$ cat config.mk
export PLATFORM = sky130hd
export DESIGN_NAME = shift_unit_arbiter
export DESIGN_NICKNAME = d
export VERILOG_FILES = /design/src/rtl/shift_unit_arbiter.sv
export SDC_FILE = /design/constraint.sdc
export NUM_CORES = 1
export LEC_CHECK = 0
export CAP_MARGIN = 10
export CORE_MARGIN = 2
export CORE_UTILIZATION = 35
export DETAILED_ROUTE_END_ITERATION = 10
export GPL_TIMING_DRIVEN = 0
export HOLD_SLACK_MARGIN = 0.05
export PLACE_DENSITY_LB_ADDON = 0.12
export SLEW_MARGIN = 15
export SYNTH_ARGS = -nofsm -noshare
export SYNTH_HDL_FRONTEND = slang
export SYNTH_SLANG_ARGS = --single-unit
$ cat constraint.sdc
create_clock -name clk -period 2.3 [get_ports clk]
set_input_delay 0.46 -clock clk [delete_from_list [all_inputs] [get_ports clk]]
set_output_delay 0.46 -clock clk [all_outputs]
set_load 0.01 [all_outputs]
$ cat src/rtl/shift_unit_arbiter.sv
// ---------------------------------------------------------------------------
// shift_unit_arbiter
//   Two requesters share one WIDTH-bit shifter (SLL / SRL / SRA). One op is
//   in flight at a time: IDLE grants and captures, EXEC computes and
//   registers the result, RESP holds it until the consumer takes it.
//
//   Optional feature macro: SHIFT_ARB_STATS_EN
//     When defined, adds grant_cnt0 / grant_cnt1, per-requester grant
//     counters that wrap and clear on reset.
//
// Ports
//   clk, rst               clock, synchronous active-high reset
//   reqN_valid/ready       request handshake per requester (ready is comb,
//                          only ever high in IDLE)
//   reqN_op/a/b            op (00 SLL, 01 SRL, 10 SRA, 11 illegal),
//                          value, unsigned shift amount
//   rsp_valid/ready        response handshake
//   rsp_id/data/ovf        owner, result, overflow/illegal flag (registered,
//                          held while rsp_valid && !rsp_ready)
//   busy                   FSM not in IDLE
//   grant_cnt0/1           (SHIFT_ARB_STATS_EN only) grants per requester
// ---------------------------------------------------------------------------
module shift_unit_arbiter #(
    parameter int WIDTH         = 16,
    parameter int PRIORITY_MODE = 0
) (
    input  logic             clk,
    input  logic             rst,
    input  logic             req0_valid,
    output logic             req0_ready,
    input  logic [1:0]       req0_op,
    input  logic [WIDTH-1:0] req0_a,
    input  logic [WIDTH-1:0] req0_b,
    input  logic             req1_valid,
    output logic             req1_ready,
    input  logic [1:0]       req1_op,
    input  logic [WIDTH-1:0] req1_a,
    input  logic [WIDTH-1:0] req1_b,
    output logic             rsp_valid,
    input  logic             rsp_ready,
    output logic             rsp_id,
    output logic [WIDTH-1:0] rsp_data,
    output logic             rsp_ovf,
    output logic             busy
`ifdef SHIFT_ARB_STATS_EN
    ,
    output logic [15:0]      grant_cnt0,
    output logic [15:0]      grant_cnt1
`endif
);

    localparam int SH_W = $clog2(WIDTH);
    localparam bit RR   = (PRIORITY_MODE == 0);

    localparam logic [1:0] OP_SLL = 2'b00;
    localparam logic [1:0] OP_SRL = 2'b01;
    localparam logic [1:0] OP_SRA = 2'b10;

    typedef struct packed {
        logic [1:0]       op;
        logic [WIDTH-1:0] a;
        logic [WIDTH-1:0] b;
    } req_t;

    typedef enum logic [1:0] {
        S_IDLE = 2'd0,
        S_EXEC = 2'd1,
        S_RESP = 2'd2
    } state_t;

    state_t state;
    logic   last_grant;
    req_t   cap;
    logic   cap_id;

    // Returns {ovf, data}. The amount is the full unsigned B operand, so
    // anything >= WIDTH saturates rather than wrapping on the low bits.
    function automatic logic [WIDTH:0] do_shift(input req_t r);
        logic                 big;
        logic [SH_W-1:0]      sh;
        logic [2*WIDTH-1:0]   wide;
        logic [WIDTH-1:0]     data;
        logic                 ovf;
        big  = (r.b >= WIDTH'(WIDTH));
        sh   = r.b[SH_W-1:0];
        wide = {{WIDTH{1'b0}}, r.a} << sh;
        data = '0;
        ovf  = 1'b0;
        case (r.op)
            OP_SLL: begin
                // Bits pushed past the top land in the upper half of wide.
                data = big ? '0 : wide[WIDTH-1:0];
                ovf  = big ? (|r.a) : (|wide[2*WIDTH-1:WIDTH]);
            end
            OP_SRL: data = big ? '0 : (r.a >> sh);
            OP_SRA: data = big ? {WIDTH{r.a[WIDTH-1]}}
                               : WIDTH'($signed(r.a) >>> sh);
            default: begin
                data = '0;
                ovf  = 1'b1;
            end
        endcase
        return {ovf, data};
    endfunction

    // Arbitration: single requester always wins; on a tie round-robin
    // picks !last_grant, fixed priority always picks req0.
    logic any_vld, gnt1, idle;
    assign any_vld = req0_valid | req1_valid;
    assign gnt1    = req1_valid & (~req0_valid | (RR & ~last_grant));
    assign idle    = (state == S_IDLE) & ~rst;

    assign req0_ready = idle & any_vld & ~gnt1;
    assign req1_ready = idle & gnt1;

    always_ff @(posedge clk) begin
        if (rst) begin
            state      <= S_IDLE;
            last_grant <= 1'b1;
            cap        <= '0;
            cap_id     <= 1'b0;
            rsp_valid  <= 1'b0;
            rsp_id     <= 1'b0;
            rsp_data   <= '0;
            rsp_ovf    <= 1'b0;
            busy       <= 1'b0;
`ifdef SHIFT_ARB_STATS_EN
            grant_cnt0 <= '0;
            grant_cnt1 <= '0;
`endif
        end else begin
            case (state)
                S_IDLE: begin
                    if (any_vld) begin
                        cap    <= gnt1 ? req_t'{req1_op, req1_a, req1_b}
                                       : req_t'{req0_op, req0_a, req0_b};
                        cap_id <= gnt1;
                        if (RR) last_grant <= gnt1;
                        busy   <= 1'b1;
                        state  <= S_EXEC;
`ifdef SHIFT_ARB_STATS_EN
                        if (gnt1) grant_cnt1 <= grant_cnt1 + 16'd1;
                        else      grant_cnt0 <= grant_cnt0 + 16'd1;
`endif
                    end
                end
                S_EXEC: begin
                    {rsp_ovf, rsp_data} <= do_shift(cap);
                    rsp_id    <= cap_id;
                    rsp_valid <= 1'b1;
                    state     <= S_RESP;
                end
                S_RESP: begin
                    // Return to IDLE only; a new grant waits a cycle.
                    if (rsp_ready) begin
                        rsp_valid <= 1'b0;
                        busy      <= 1'b0;
                        state     <= S_IDLE;
                    end
                end
                default: begin
                    rsp_valid <= 1'b0;
                    busy      <= 1'b0;
                    state     <= S_IDLE;
                end
            endcase
        end
    end

endmodule
Word-level counts from Yosys, hierarchy flattened
Cells that the tools add are included.
{"block": "word_totals", "ff_bits": 58, "in_bits": 73, "out_inout_bits": 22, "wordCells": 57}
{"block": "op_classes", "magnitude_cmp": 1, "eq_ne": 6, "shifts": 3, "n_mux": 14, "bitwise_logic": 13, "n_reduce_logical": 9}
{"operator": "$mux 16", "n": 3}
{"operator": "$pmux 16 s3", "n": 1}
{"operator": "$mux 34", "n": 1}
{"operator": "$reduce_or 16->1", "n": 2}
{"operator": "$shl 16x4->32", "n": 1}
{"operator": "$ge 16x5->1 const B", "n": 1}
{"operator": "$shr 16x4->16", "n": 1}
{"operator": "$sshr 16x4->16", "n": 1}
{"operator": "$not 1->1", "n": 6}
{"operator": "$pmux 1 s3", "n": 2}
{"operator": "$pmux 2 s3", "n": 1}
{"operator": "$reduce_and 2->1", "n": 3}
{"operator": "$and 1x1->1", "n": 5}
{"operator": "$eq 2x1->1 const B", "n": 2}
{"operator": "$eq 2x2->1 const B", "n": 2}
{"operator": "$logic_not 2->1", "n": 2}
{"operator": "$mux 2", "n": 2}
{"operator": "$ne 2x2->1 const B", "n": 2}
{"operator": "$mux 1", "n": 3}
{"operator": "$reduce_and 3->1", "n": 1}
{"operator": "$or 1x1->1", "n": 2}
{"operator": "$pmux 1 s2", "n": 1}
{"operator": "$reduce_or 2->1", "n": 1}

Logic depth before layout (Yosys ltp)
Gate-level depths: netlist (run 1).
{"block": "depth", "ltp_word": 5, "mapped_depth": 9, "depth_no_buf": 7}

Worst setup path after synthesis (run 1)
OpenSTA, ideal clock, no wires.
{"block": "synth_timing", "kind": "register -> register", "start": "register cap[0] (netlist bit)", "end": "register rsp_data[6]", "setup_ps": 117, "arrival_time_ps": 1750, "t_required_ps": 2183, "setup_slack_ps": 432, "stages_incl_launch_ff": 8, "n_path_buf": 2, "synth_period_minus_slack_ps": 1868, "path_cell_list": "dfxtp_1 buf_6 buf_4 nor3_1 mux2_2 o21ai_0 nand3_1 a32o_1"}
{"block": "synth_via", "elab_chain_len": 3, "word_cells_on_any_way": 8, "classes_between": "order compare (1); shift (3); mux (4)"}
{"element": "start, declared", "line": "73", "text": "req_t cap;"}
{"element": "start signal, assigned", "line": "135", "text": "cap <= gnt1 ? req_t'{req1_op, req1_a, req1_b}"}
{"element": "$ge 16x5->1, or another cell as far along", "line": "84", "text": "big = (r.b >= WIDTH'(WIDTH));"}
{"element": "$mux 16 (on tied branches)", "line": "96, 92, 95"}
{"element": "$pmux 16 s3 (*)", "line": "89", "text": "case (r.op)"}
{"element": "end signal, assigned", "line": "148", "text": "{rsp_ovf, rsp_data} <= do_shift(cap);"}
{"element": "end, declared", "line": "42", "text": "output logic [WIDTH-1:0] rsp_data,"}
Every way passes the cells marked *; elsewhere a longest branch is shown, timed or not.
A chain may end at the register's enable or synchronous reset.

Final worst setup path (run 1)
{"block": "layout_timing", "start": "input rst", "end": "output req1_ready"}
{"block": "layout_via", "elab_chain_len": 3}
{"element": "start, declared", "line": "28", "text": "input logic rst,"}
{"element": "$not 1->1", "line": "111", "text": "assign idle = (state == S_IDLE) & ~rst;"}
{"element": "$and 1x1->1", "line": "111"}
{"element": "$and 1x1->1", "line": "114", "text": "assign req1_ready = idle & gnt1;"}
{"element": "end, declared", "line": "35", "text": "output logic req1_ready,"}
Every way passes these cells.

==> results of run 1 <==
-- state kept, by name, indices dropped and copies added, names as in the netlist --
signal      cells
busy            1
cap_id          1
rsp_data       16
state           2
last_grant      1
cap            34
rsp_valid       1
rsp_id          1
rsp_ovf         1
-- how the worst max path moves through the flow --
stage	start	end	cells after the start
2_1_floorplan	cap[0]$_SDFFE_PP0P_	rsp_data[6]$_SDFFE_PP0P_	7
3_3_place_gp	rst	req0_ready	5
3_5_place_dp	rst	req0_ready	5
4_1_cts	req0_valid	req0_ready	7
5_1_grt	rst	req1_ready	5
6_report	rst	req1_ready	5
-- per-layer routing --
metal  global-route usage, %  part of all wire, %  vias to the layer above
met4                   10.86                  3.7                        0
met2                   40.30                   47                      213
li1                        -                    -                     2213
met5                       0                    0                        -
met3                   4.358                  5.9                       37
met1                   33.51                   43                     2264
-- power breakdown --
group | leakage (nW) | internal (W) | total [W] | switching [W]
registers | 0.478 | 0.00110 | 0.00119 | 0.0000851
clock network | 0.169 | 0.00112 | 0.00161 | 0.000490
logic | 1.66 | 0.000732 | 0.00169 | 0.000958
-- cells by family after synthesis --
| kind of cell | Yosys count | synth area share [%] |
|---|---|---|
| AOI/OAI and AO/OA | 149 | 22.67 |
| and+or+nand+nor | 143 | 15.72 |
| muxes | 97 | 27.81 |
| buffers and inverters | 72 | 7.539 |
| DFF | 58 | 24.99 |
| adders and majority gates | 4 | 1.077 |
| xor gates and xnor gates | 1 | 0.1885 |
-- repair_timing --
action,CTS,global route
resized for setup,12,13
setup buffers,2,0
setup endpoints to repair,3,9
-- cell usage after synthesis, types with 6 or more instances --
cell type  number
a211oi_1       39
a21oi_1        25
buf_1           6
buf_2          17
clkbuf_1       29
dfxtp_1        58
inv_1          10
mux2_2          9
mux2i_1        65
mux4_1          6
mux4_2         17
nand2_1        20
nand3_1        14
nor2_1         62
nor3_1          6
o211ai_1        6
o21ai_0        20
-- metrics by stage --
| step | TNS (ps) | area, sq um | total power [W] | cells |
|---|---|---|---|---|
| after floorplan | 0 | 4647 | 0.002275 | 524 |
| after global placement | -1636 | 5808 | 0.002847 | 794 |
| after detailed placement | -2468 | 5808 | 0.002854 | 794 |
| after CTS | 0 | 6190 | 0.004483 | 812 |
| after global routing | -9.794 | 6225 | 0.004691 | 812 |
| final | 0 | 6225 | 0.004482 | 812 |
-- worst register-to-register path: stages (launching register included) --
cell and delay [ps]:
dfxtp_1 320, nor4_4 450, nand3_1 440, o21ai_0 400
nand3_1 180, a32o_1 310
-- area by class of cell --
class | instances | area share (%)
Clock buffer | 12 | 4.121
Multi-Input combinational cell | 394 | 50.83
Inverter | 10 | 0.6030
Timing Repair Buffer | 96 | 15.34
Sequential cell | 58 | 18.65
Buffer | 62 | 5.347
Tap cell | 176 | 3.538
Clock inverter | 4 | 1.568
==> reports/metrics.csv, run 1 <==
metric;value;unit
min_path_cells;2;
cp_max_fo;10;
yosysSeqAreaShare;24.99;%
powerDensity;720.0;nW/um^2
yosysWarnings;0;
clockBufferDepth;2;
clock_latency;340;ps
die_w;119.2;um
final_core_util;47.57;%
maxCapViolCount;0;
hold_class;flop to flop;
crit_chain;clkdlybuf4s50_1 > clkbuf_4 > inv_1 > and3_1 > dlygate4sd2_1;
layout_commonest_cell;clkdlybuf4s50_1;
most-common-layout-cells;90 x clkdlybuf4s50_1, 65 x mux2i_1, 62 x nor2_1;
root_buffer;clkbuf_16;
grt_pass1_vias;4605;
period_minus_slack;2222;ps
grt_pass1_wl;27.21;mm
area_growth;33.95;%
initial_utilization;35.51;%
std_cell_rows;42;
fillers;1311;
clock-sinks;58;
drive_above_1_share;14.31;%
hold_viol;0;
critical_path.top_delay_family;buffers and inverters;
path_clk_slew;50;ps
cp-end-kind;primary output;
cp.arrival;1760;ps
report.final.slew_viol_count;0;
ant_nets;0;
fmax;450.1;MHz
worst_hold_path.endpoint;rsp_data[2]$_SDFFE_PP0P_;
syn_area;4647;sq um
htreeDepth;3;
port_buffers;94;
yosysTopAreaCell;dfxtp_1;
p_leak;2.305;nW
critPathBufInv;4;
timing.rr.start;cap[10]$_SDFFE_PP0P_;
r2r-end;rsp_data[5]$_SDFFE_PP0P_;
async_reset_ff_share;0;%
setup_viol;0;
core-area;13090;sq um
wl_per_cell;21.54;um
crit_path_max_incr_delay;510;ps
drt_iter0_markers;357;
synth_cell_types;65;
cts_buffers;9;
grt_max_degree;11;
final.period_utilization;96.59;%
place_ws;-663.0;ps
hpwl;13.53;mm
crit_type;primary input to primary output;
cts_hold_buf;0;
rsz0062_at_grt;true;
status;finished, final reports clean;
drt-vias-per-instance;5.821;
worst_slew_pin_slew;625.1;ps
drc;0;
worst_hold_slack;435.7;ps
fp.dieArea;14210;sq um
nets;708;
die_height;119.2;um
ys_top_cells_by_area;dfxtp_1 25%, mux2i_1 14%, mux4_2 8.2%;
n_antenna_cell;0;
multi_input_area;3164;sq um
skew;8.139;ps
antenna_found_initial;0;
cp_slowest_cell;clkdlybuf4s50_1;
cts_tree;done;
synth-seq-cells;58;
yosysTopAreaCellShare;24.99;%
reg2reg_slack;80;ps
synth_edf_count;0;
max_slew_margin;58.33;%
synth_area_per_cell;8.868;sq um
r2r_cells;5;
syn-instance-count;524;
fin_ws;78.36;ps
hp-start;rsp_data[2]$_SDFFE_PP0P_;
peakVddDrop;0.0003178;V
globalplace.congestion;0.8965;
globalRouteOverflowTotal;0;
syn_nets;601;
regArea;1161;sq um
ios;95;
synthFlopType;dfxtp_1;
cp-start-kind;primary input;
cp.required;1840;ps
drt_wl_total;17.49;mm
drt-pass1-iter-count;5;
vias;4727;
grtUsageTotal;25.23;%
(Power assumes the default switching activity.)
==> run 2: changes to the inputs <==
--- a/config.mk
+++ b/config.mk
@@ -7,7 +7,7 @@
 export LEC_CHECK = 0
 export CAP_MARGIN = 10
 export CORE_MARGIN = 2
-export CORE_UTILIZATION = 35
+export CORE_UTILIZATION = 40
 export DETAILED_ROUTE_END_ITERATION = 10
 export GPL_TIMING_DRIVEN = 0
 export HOLD_SLACK_MARGIN = 0.05
==> run 2 against run 1 <==
Clock skew shrank 2.7 ps. Critical endpoint unchanged. Fmax is essentially flat. Flip-flop and latch count is the same. First-iteration DRC count shrank 20%. Final area shrank 0.88%. Clock-buffer cell count shrank 3.
==> reports/metrics.csv, run 2 (synthesis results as in run 1) <==
metric;value;unit;change
status;finished, final reports clean;;
peakVddDrop;0.0004485;V;+41%
cts_tree;done;;
powerDensity;725.8;nW/um^2;+0.80%
largestRegisters;cap (34), rsp_data (16), state (2);;
timing.rr.start;cap[0]$_SDFFE_PP0P_;;
grt_pass1_wl;26.77;mm;-1.6%
drt_wl_total;17.17;mm;-1.9%
r2r-end;rsp_data[1]$_SDFFE_PP0P_;;
std_cell_rows;39;;-7.1%
vias;4734;;+0.15%
drt-pass1-iter-count;5;;unchanged
dp.cells;761;;-4.2%
instances_no_fill;779;;-4.1%
ant_nets;0;;unchanged
min_path_cells;2;;unchanged
hold_class;flop to flop;;
area_growth;32.77;%;
grt_pass1_vias;4774;;+3.7%
globalRouteOverflowTotal;0;;unchanged
largest_reg_flops;34;;unchanged
clockBufferDepth;2;;unchanged
die_w;111.8;um;-6.2%
cp.arrival;1760;ps;about the same
cp-end-kind;primary output;;
p_leak;2.288;nW;-0.71%
htreeDepth;3;;unchanged
final.period_utilization;96.64;%;about the same
rsz0062_at_grt;false;;
grtUsageTotal;27.72;%;+2.5 points
reg2reg_slack;120;ps;+40 ps
wl_per_cell;22.04;um;+2.3%
grt_max_degree;13;;+2
skew;5.468;ps;-2.671 ps
antenna_found_initial;0;;unchanged
fillers;1077;;-18%
ios;95;;unchanged
cp.required;1840;ps;about the same
fp.dieArea;12500;sq um;-12%
worst_hold_path.endpoint;rsp_data[2]$_SDFFE_PP0P_;;
r2r_cells;7;;+2
report.final.slew_viol_count;0;;unchanged
n_antenna_cell;0;;unchanged
drt_iter0_markers;287;;-20%
port_buffers;94;;unchanged
most-common-layout-cells;92 x clkdlybuf4s50_1, 65 x mux2i_1, 62 x nor2_1;;
cp_max_fo;4;;-6
root_buffer;clkbuf_16;;
hp-start;rsp_data[2]$_SDFFE_PP0P_;;
hpwl;13.06;mm;-3.5%
clock_latency;330;ps;about the same
fin_ws;77.33;ps;-1.031 ps
nets;708;;unchanged
setup_viol;0;;unchanged
cp-start-kind;primary input;;
hold_viol;0;;unchanged
worst_slew_pin_slew;782.5;ps;+157.4 ps
drt-vias-per-instance;6.077;;+4.4%
regArea;1161;sq um;unchanged
path_clk_slew;60;ps;about the same
drive_above_1_share;14.31;%;unchanged
layout_commonest_cell;clkdlybuf4s50_1;;
maxCapViolCount;0;;unchanged
crit_type;primary input to primary output;;
initial_utilization;40.87;%;+5.4 points
clock-sinks;58;;unchanged
crit_start;req1_valid;;
multi_input_area;3154;sq um;-0.32%
drc;0;;unchanged
die_height;111.8;um;-6.2%
fmax;449.9;MHz;about the same
period_minus_slack;2223;ps;+1.031 ps
place_ws;-651.9;ps;+11.04 ps
globalplace.congestion;0.9198;;+2.6%
max_slew_margin;47.43;%;-11 points
core-area;11370;sq um;-13%
regMostFlops;cap;;
cts_buffers;9;;unchanged
-- run 2: worst max-delay path by stage --
| stage | end | cells past startpoint | slack, ps |
|---|---|---|---|
| floorplan | rsp_data[6]$_SDFFE_PP0P_ | 7 | 430 |
| global placement | req0_ready | 5 | -650 |
| detailed placement | req0_ready | 5 | -650 |
| CTS | req0_ready | 6 | 10 |
| global route | rsp_data[15]$_SDFFE_PP0P_ | 8 | 7 |
| finish | req1_ready | 5 | 80 |
-- run 2: what timing repair did --
item | 4_1_cts | 5_1_grt
resized for setup | 12 | 12
hold buffers | 0 | 0
setup buffers | 2 | 0
setup endpoints to repair | 3 | 7
-- run 2: cell type report --
cell class / instances / share of cell area (%)
flip-flops and latches: 58 / 18.82
repair buffers: 96 / 15.39
plain buffers: 62 / 5.476
clock buffers: 9 / 3.650
clock inverters: 7 / 2.028
well taps: 143 / 2.900
multi-input cells: 394 / 51.13
inverters: 10 / 0.6084
-- run 2: worst max-delay path, stage by stage --
cell and delay, ps:
clkdlybuf4s50_1 520, a21boi_1 170, buf_4 150, and3_1 180, dlygate4sd2_1 280
-- run 2: metrics by stage --
stage | hold slack, ps | TNS (ps) | area (sq um) | utilization [%] | power (W)
after floorplan | 432.3 | 0 | 4647 | - | 0.002275
after global placement | 429.2 | -1241 | 5767 | 50.72 | 0.002833
after detailed placement | 428.8 | -1352 | 5767 | 50.72 | 0.002844
after CTS | 437.1 | 0 | 6155 | 54.13 | 0.004465
after global routing | 457.7 | 0 | 6170 | 54.26 | 0.004680
final | 433.2 | 0 | 6170 | 54.26 | 0.004478
-- run 2: layer usage --
layer / track usage, % / up-vias / share of wire, %
met2: 46.46 / 239 / 48
li1: - / 2208 / -
met3: 5.661 / 48 / 7.7
met4: 11.69 / 0 / 4.1
met1: 34.73 / 2239 / 40
met5: 0 / - / 0
-- run 2: report_power, final --
part	switching, W	leakage (nW)	internal [W]	total, W
logic	0.000955	1.64	0.000734	0.00169
registers	0.0000862	0.478	0.00110	0.00119
clock network	0.000536	0.170	0.00107	0.00160
total	0.00158	2.29	0.00290	0.00448
==> run 3: changes to the inputs <==
--- a/config.mk
+++ b/config.mk
@@ -6,8 +6,9 @@
 export NUM_CORES = 1
 export LEC_CHECK = 0
 export CAP_MARGIN = 10
-export CORE_MARGIN = 2
+export CORE_MARGIN = 3
 export CORE_UTILIZATION = 40
+export CTS_CLUSTER_SIZE = 40
 export DETAILED_ROUTE_END_ITERATION = 10
 export GPL_TIMING_DRIVEN = 0
 export HOLD_SLACK_MARGIN = 0.05
==> run 3 against run 2 <==
Register-to-register slack barely moved. Die area rose by 3.6%. Clock power fell by 17%. Critical path depth did not move. Combinational power barely moved. Power fell by 6.8%. Flip-flop and latch count did not move. Clock skew rose by 3.1 ps. Sequential share of layout area rose by 0.19 points. Non-clock buffer count did not move. Core utilization rose by 0.87 points.
==> reports/metrics.csv, run 3 (synthesis results as in run 1) <==
metric;value;unit;change
antenna_found_initial;0;;unchanged
wl_per_cell;21.25;um;-3.6%
fmax;456.1;MHz;+1.4%
die_height;113.8;um;+1.8%
fp.dieArea;12950;sq um;+3.6%
area_growth;31.45;%;
setup_viol;0;;unchanged
cts_buffers;9;;unchanged
worst_slew_pin_slew;855.4;ps;+72.95 ps
largestRegisters;cap (34), rsp_data (16), state (2);;
ant_nets;0;;unchanged
maxCapViolCount;0;;unchanged
rsz0062_at_grt;false;;
cp.required;1840;ps;about the same
hold_class;flop to flop;;
clockBufferDepth;2;;unchanged
instances_no_fill;776;;-0.39%
cp_max_fo;10;;+6
final.period_utilization;95.32;%;-1.3 points
clock-sinks;58;;unchanged
report.final.slew_viol_count;0;;unchanged
drt_iter0_markers;451;;+57%
hold_viol;0;;unchanged
powerDensity;683.6;nW/um^2;-5.8%
regMostFlops;cap;;
worst_hold_slack;430.2;ps;-2.996 ps
crit_type;primary input to primary output;;
initial_utilization;41.95;%;+1.1 points
drt_wl_total;16.49;mm;-4.0%
nets;708;;unchanged
clock_latency;340;ps;about the same
place_ws;-611.2;ps;+40.70 ps
die_w;113.8;um;+1.8%
htreeDepth;3;;unchanged
globalRouteOverflowTotal;0;;unchanged
globalplace.congestion;0.9411;;+2.3%
peakVddDrop;0.0004691;V;+4.6%
port_buffers;94;;unchanged
most-common-layout-cells;90 x clkdlybuf4s50_1, 65 x mux2i_1, 62 x nor2_1;;
skew;8.530;ps;+3.062 ps
grt_pass1_vias;4563;;-4.4%
final.setup.tns;0;ps;unchanged
grtUsageTotal;25.33;%;-2.4 points
cp-end-kind;primary output;;
drt-pass1-iter-count;5;;unchanged
cts_hold_buf;0;;unchanged
grt_pass1_wl;25.27;mm;-5.6%
p_leak;2.268;nW;-0.89%
cts_tree;done;;
max_slew_margin;42.53;%;-4.9 points
n_antenna_cell;0;;unchanged
largest_reg_flops;34;;unchanged
period_minus_slack;2192;ps;-30.40 ps
dp.cells;758;;-0.39%
grt_max_degree;11;;-2
root_buffer;clkbuf_16;;
std_cell_rows;38;;-2.6%
cp-start-kind;primary input;;
fin_ws;107.7;ps;+30.40 ps
cp.arrival;1730;ps;-30 ps
drt-vias-per-instance;6.138;;+1.0%
fillers;1045;;-3.0%
hpwl;12.76;mm;-2.3%
status;finished, final reports clean;;
drc;0;;unchanged
core-area;11080;sq um;-2.6%
drive_above_1_share;14.15;%;-0.16 points
path_clk_slew;50;ps;about the same
vias;4763;;+0.61%
layout_commonest_cell;clkdlybuf4s50_1;;
ios;95;;unchanged
## run 3: cell types whose count changed in the layout (fill, tap and decap cells not counted), moves of 2 or more
cell and delta:
clkinvlp_4 +2, clkbuf_2 -2, clkinv_2 +2, clkdlybuf4s50_1 -2
clkinv_4 -3, clkbuf_1 +3, buf_2 +2, dlymetal6s2s_1 +2
bufinv_16 -2
## run 3: critical path: stages
cell and delay, ps:
clkdlybuf4s50_1 500, clkbuf_4 230, inv_1 90, and3_1 160
dlygate4sd2_1 280
## run 3: worst paths after layout
path | from | to | depth (start not counted) | slack, ps
setup / recovery | rst | req1_ready | 5 | 110
hold reg to reg | rsp_data[2]$_SDFFE_PP0P_ | rsp_data[2]$_SDFFE_PP0P_ | 2 | 430
setup reg to reg | cap[1]$_SDFFE_PP0P_ | rsp_data[13]$_SDFFE_PP0P_ | 7 | 130
hold / removal | rsp_data[2]$_SDFFE_PP0P_ | rsp_data[2]$_SDFFE_PP0P_ | 2 | 430
## run 3: area by class of cell
class | instances | area (sq um) | area share [%]
plain buffers | 62 | 326.6 | 5.346
clock buffers | 11 | 232.7 | 3.810
clock inverters | 5 | 55.05 | 0.9013
inverters | 10 | 37.54 | 0.6145
multi-input cells | 394 | 3166 | 51.82
flip-flops and latches | 58 | 1161 | 19.01
well taps | 140 | 175.2 | 2.868
repair buffers | 96 | 954.7 | 15.63
## run 3: timing repair
action,CTS,global route
pin swaps,0,0
buffers inserted,2,0
endpoints found under the setup margin,3,11
resized for setup,11,13
cloned,0,0
## run 3: through the flow
step                      util, %  total power, W  instance area [sq um]
after floorplan                 -        0.002275                   4647
after CTS                   54.86        0.004147                   6077
after detailed placement    52.02        0.002816                   5763
final                       55.14        0.004176                   6108
after global routing        55.14        0.004361                   6108
after global placement      52.02        0.002820                   5763
## run 3: routing by layer
layer	up-vias	global-route usage [%]	share of wire, %
met1	2236	32.25	41
li1	2215	-	-
met4	0	11.16	4.0
met5	-	0	0
met3	52	5.570	7.4
met2	260	41.30	47
## run 3: power by group
part / leakage (nW) / internal, W / switching [W]
combinational: 1.65 / 0.000730 / 0.000936
sequential: 0.478 / 0.00110 / 0.0000836
clock: 0.136 / 0.000834 / 0.000492
